===== src/rtl/registro_datos_pkg.sv =====
// Shared constants for the data register: default word width and the
// legal range of pipeline depth, plus a helper to validate that depth.
package registro_datos_pkg;

    localparam int BYTE_W     = 8;
    localparam int MIN_STAGES = 1;
    localparam int MAX_STAGES = 16;

    // True when a requested stage count falls inside the supported range.
    function automatic bit stages_legal(input int stages);
        return (stages >= MIN_STAGES) && (stages <= MAX_STAGES);
    endfunction

endpackage


===== src/rtl/registro_etapa.sv =====
// One WIDTH-bit register stage with synchronous active-low reset to
// RESET_VALUE. Captures its input on every rising edge; no enable.
module registro_etapa
    import registro_datos_pkg::*;
#(
    parameter int               WIDTH       = BYTE_W,
    parameter logic [WIDTH-1:0] RESET_VALUE = '0
) (
    input  logic             clk,
    input  logic             rst_n,
    input  logic [WIDTH-1:0] d_i,
    output logic [WIDTH-1:0] q_o
);

    logic [WIDTH-1:0] data_d;
    logic [WIDTH-1:0] data_q;

    // Next state is the incoming word, passed bit-exact.
    always_comb begin
        data_d = d_i;
    end

    // Reset wins over capture at the same edge.
    always_ff @(posedge clk) begin
        if (!rst_n) begin
            data_q <= RESET_VALUE;
        end else begin
            data_q <= data_d;
        end
    end

    assign q_o = data_q;

endmodule


===== src/rtl/registro_datos.sv =====
// Generic clocked data register / short delay line. STAGES identical
// register stages sit between data_in and data_out, so the latency is
// exactly STAGES cycles. data_out comes straight from the last flop.
module registro_datos
    import registro_datos_pkg::*;
#(
    parameter int               WIDTH       = BYTE_W,
    parameter int               STAGES      = 1,
    parameter logic [WIDTH-1:0] RESET_VALUE = '0
) (
    input  logic             clk,
    input  logic             rst_n,
    input  logic [WIDTH-1:0] data_in,
    output logic [WIDTH-1:0] data_out
);

    // Reject illegal configurations while elaborating, not at run time.
    if (!stages_legal(STAGES)) begin : g_bad_stages
        $error("registro_datos: STAGES=%0d outside %0d..%0d",
               STAGES, MIN_STAGES, MAX_STAGES);
    end
    if (WIDTH < 1) begin : g_bad_width
        $error("registro_datos: WIDTH=%0d must be at least 1", WIDTH);
    end

    // chain[0] is the input word; chain[k+1] is the output of stage k.
    logic [WIDTH-1:0] chain [STAGES+1];

    assign chain[0] = data_in;

    for (genvar k = 0; k < STAGES; k++) begin : g_etapa
        registro_etapa #(
            .WIDTH       (WIDTH),
            .RESET_VALUE (RESET_VALUE)
        ) u_etapa (
            .clk   (clk),
            .rst_n (rst_n),
            .d_i   (chain[k]),
            .q_o   (chain[k+1])
        );
    end

    assign data_out = chain[STAGES];

endmodule


===== config.mk =====
export PLATFORM = sky130hd
export DESIGN_NAME = registro_datos
export DESIGN_NICKNAME = d
export VERILOG_FILES = /design/src/rtl/registro_datos_pkg.sv /design/src/rtl/registro_etapa.sv /design/src/rtl/registro_datos.sv
export SDC_FILE = /design/constraint.sdc
export NUM_CORES = 1
export LEC_CHECK = 0
export BUFFER_PORTS_ARGS = -buffer_cell sky130_fd_sc_hd__buf_2
export CORE_AREA = 4 4 41 43
export CTS_CLUSTER_DIAMETER = 60
export DETAILED_ROUTE_END_ITERATION = 10
export DIE_AREA = 0 0 45 47
export GPL_ROUTABILITY_DRIVEN = 0
export GPL_TIMING_DRIVEN = 0
export PLACE_DENSITY = 0.44
export SETUP_SLACK_MARGIN = 0.15
export SYNTH_ARGS = -nofsm -noshare
export SYNTH_HDL_FRONTEND = slang
export SYNTH_HIERARCHICAL = 1
export SYNTH_SLANG_ARGS = --single-unit

===== constraint.sdc =====
create_clock -name clk -period 0.8 [get_ports clk]
set_clock_uncertainty 0.15 [all_clocks]
set_input_delay 0.12 -clock clk [delete_from_list [all_inputs] [get_ports clk]]
set_output_delay 0.12 -clock clk [all_outputs]
set_load 0.01 [all_outputs]

Word level (Yosys, flattened, before mapping)
Cells that the tools add are included.
{"block": "totals", "output_inout_bits": 8, "word_cells": 1, "regBits": 8}

Longest topological paths before layout
{"block": "depth", "depth_word": 0, "ltp_mapped": 1, "mapped_depth_nobuf": 1}

Worst setup path before layout
Ideal clock, no wire load.
{"block": "synth_path", "path_kind": "reg-to-output", "startpoint": "register g_etapa[0].u_etapa.data_q[0]", "endpoint": "output port data_out[0]", "setup_slack_ns": 0.199, "path_stages_with_launch": 1, "n_path_buf": 0, "arrival_time_ns": 0.331, "path_cell_list": "dfxtp_1"}
{"item": "start: declaration", "line_no": "registro_etapa.sv:16", "text": "logic [WIDTH-1:0] data_q;"}
{"item": "start signal: assignment", "line_no": "registro_etapa.sv:28", "text": "data_q <= data_d;"}
{"item": "end: declaration", "line_no": "registro_datos.sv:14", "text": "output logic [WIDTH-1:0] data_out"}
No word-level cell between the ends.

Final worst setup path
{"block": "layout_path", "startpoint": "register g_etapa[0].u_etapa.data_q[7]", "endpoint": "output port data_out[7]"}
No word-level cell between the ends.

==> flow_summary.yaml <==
timing:
  worstMarginPinSlew_ns: 0.112
  relSlewSlack: 0.925
  finalCritPeriodShare: 1.17
  clock.fmax_ghz: 1.06
  setup_ws_ns: -0.139
  layout_min_cycle_time_ns: 0.939
  timing.hold.ws_ns: -0.0777
  rsz0062_at_grt: "yes"
  setup_viol: 8
  slew_viol_final: 0
  hold_violations: 8
synth:
  synth_cell_types: 2
  syn_area_um2: 210
  avgSynthCellArea_um2: 13.1
  ys_seq_area_frac: 0.762
  syn_inst: 16
  ys_ff_latch: 8
  ys_warn_count: 6
  syn_nets: 26
final_layout:
  layout-drive-gt1-share: 0.639
  seq_area_um2: 164
  final_cell_count_no_fill: 51
  diodes: 0
  fin_nets: 48
  layout_common_cells: "buf_2 (14), and2_1 (8), dfxtp_1 (5)"
  area_growth_syn_to_layout_pct: 70.8
  largest_register_ffs: 8
  nFillCells: 155
  final_common_cell: "buf_2"
  multi_input_area_um2: 50.0
place:
  dp_cells: 48
  portBuffers: 17
min_path:
  hold_depth: 2
  worst_hold_path_type: "in -> reg"
  hold_path_startpoint: "data_in[4]"
  hold_end: "g_etapa[0].u_etapa/q_o[4]$_SDFF_PN0_"
critical_path:
  path_max_fanout: 1
  crit_type: "reg -> out"
  crit_required_ns: 0.53
  cp_slowest_cell: "dfxtp_2"
  critPathCaptureType: "output port"
  path_buf_inv: 1
  path_delay_family: "flip-flops"
  cpPeakStageDelay_ns: 0.31
  crit_arrival_ns: 0.67
  startpoint_type: "flip-flop"
  crit_chain: "buf_6"
power_and_ir_drop:
  irDropWorstVdd_mv: 0.787
  p_leak_nw: 0.180
  p_per_area_nw_per_um2: 2230
floorplan:
  rows: 13
  start_util: 0.162
  core_area_um2: 1300
  die_h_um: 47
  pin_count: 18
  die_x_um: 45
  die_area_um2: 2120
clock_network:
  cts_max_level: 1
  clockBufferDepth: 2
  cts_buffers: 3
  clk_pin_slew_worst_paths_ns: 0.05
  cts_sinks: 8
  root_buffer: "clkbuf_4"
  cts_tree: "yes"
global_routing:
  grt_start_max_net_pins: 9
  grt.total_usage: 0.0585
  grt_overflow: 0
  grt_pass1_wl_um: 759
  antenna_found_initial: 0
  grt_pass1_vias: 187
detailed_routing:
  drt-initial-drc-count: 1
  vias: 180
  final_antenna_net_count: 0
  route.detailed.vias_per_inst: 3.53
  wire_per_inst_um: 9.14
  drc_errors: 0
  drtPass1Iterations: 2
  drt_wl_total_um: 466
outcome:
  violations: "hold timing, setup timing"
  outcome: "finished with violations"
job:
  drv_cap: 0
[through the flow]
stage	util	power, mW	setup WS [ns]	area (um^2)	setup TNS (ns)
after global routing	0.276	0.855	-0.178	359	-1.38
after CTS	0.264	0.815	-0.153	344	-1.18
final	0.276	0.801	-0.139	359	-1.08
after global placement	0.241	0.501	0.124	314	0
after floorplan	-	0.458	0.199	210	0
after detailed placement	0.241	0.504	0.109	314	0
[area by class of cell]
cell class | instances | share of cell area
sequential | 8 | 0.456
timing repair buffer | 17 | 0.289
multi-input combinational | 8 | 0.139
clock buffer | 3 | 0.0627
tap | 15 | 0.0523
[metal layers]
| metal | vias to the layer above | wire (um) | GRT usage |
|---|---|---|---|
| met1 | 76 | 174 | 0.0478 |
| met4 | 0 | 0 | 0.0351 |
| li1 | 88 | - | - |
| met2 | 16 | 197 | 0.0819 |
| met5 | - | 0 | 0 |
| met3 | 0 | 95 | 0.0690 |
[kinds of logic (layout without fill, tap and decap cells)]
logic type             count (synthesis)  count (layout)  share of synthesized area
buffers and inverters                  0              20                          0
AND/OR/NAND/NOR                        8               8                      0.238
flip-flops                             8               8                      0.762
[worst max path at each step]
stage,cells after the start,startpoint,endpoint,slack (ns)
after floorplan,0,g_etapa[0].u_etapa/q_o[0]$_SDFF_PN0_,data_out[0],0.20
after global placement,1,g_etapa[0].u_etapa/q_o[1]$_SDFF_PN0_,data_out[1],0.12
after detailed placement,2,rst_n,g_etapa[0].u_etapa/q_o[6]$_SDFF_PN0_,0.11
after CTS,1,g_etapa[0].u_etapa/q_o[1]$_SDFF_PN0_,data_out[1],-0.15
after global routing,1,g_etapa[0].u_etapa/q_o[0]$_SDFF_PN0_,data_out[0],-0.18
final,1,g_etapa[0].u_etapa/q_o[7]$_SDFF_PN0_,data_out[7],-0.14
[synth_stat cells]
master,instances,area (um^2)
and2_1,8,50.1
dfxtp_1,8,160
[what timing repair did]
item	4_1_cts	5_1_grt
setup buffers	0	0
endpoints found under the hold margin	8	8
resized for setup	2	4
gates cloned	0	0
endpoints found under the setup margin	8	8
[power by group]
group / internal [mW] / leakage, nW / switching (mW)
registers: 0.422 / 0.0675 / 0.00600
logic: 0.0476 / 0.0989 / 0.0295
clock network: 0.171 / 0.0138 / 0.125
total: 0.641 / 0.180 / 0.160
Note: power is estimated with default switching activity, not from simulation.
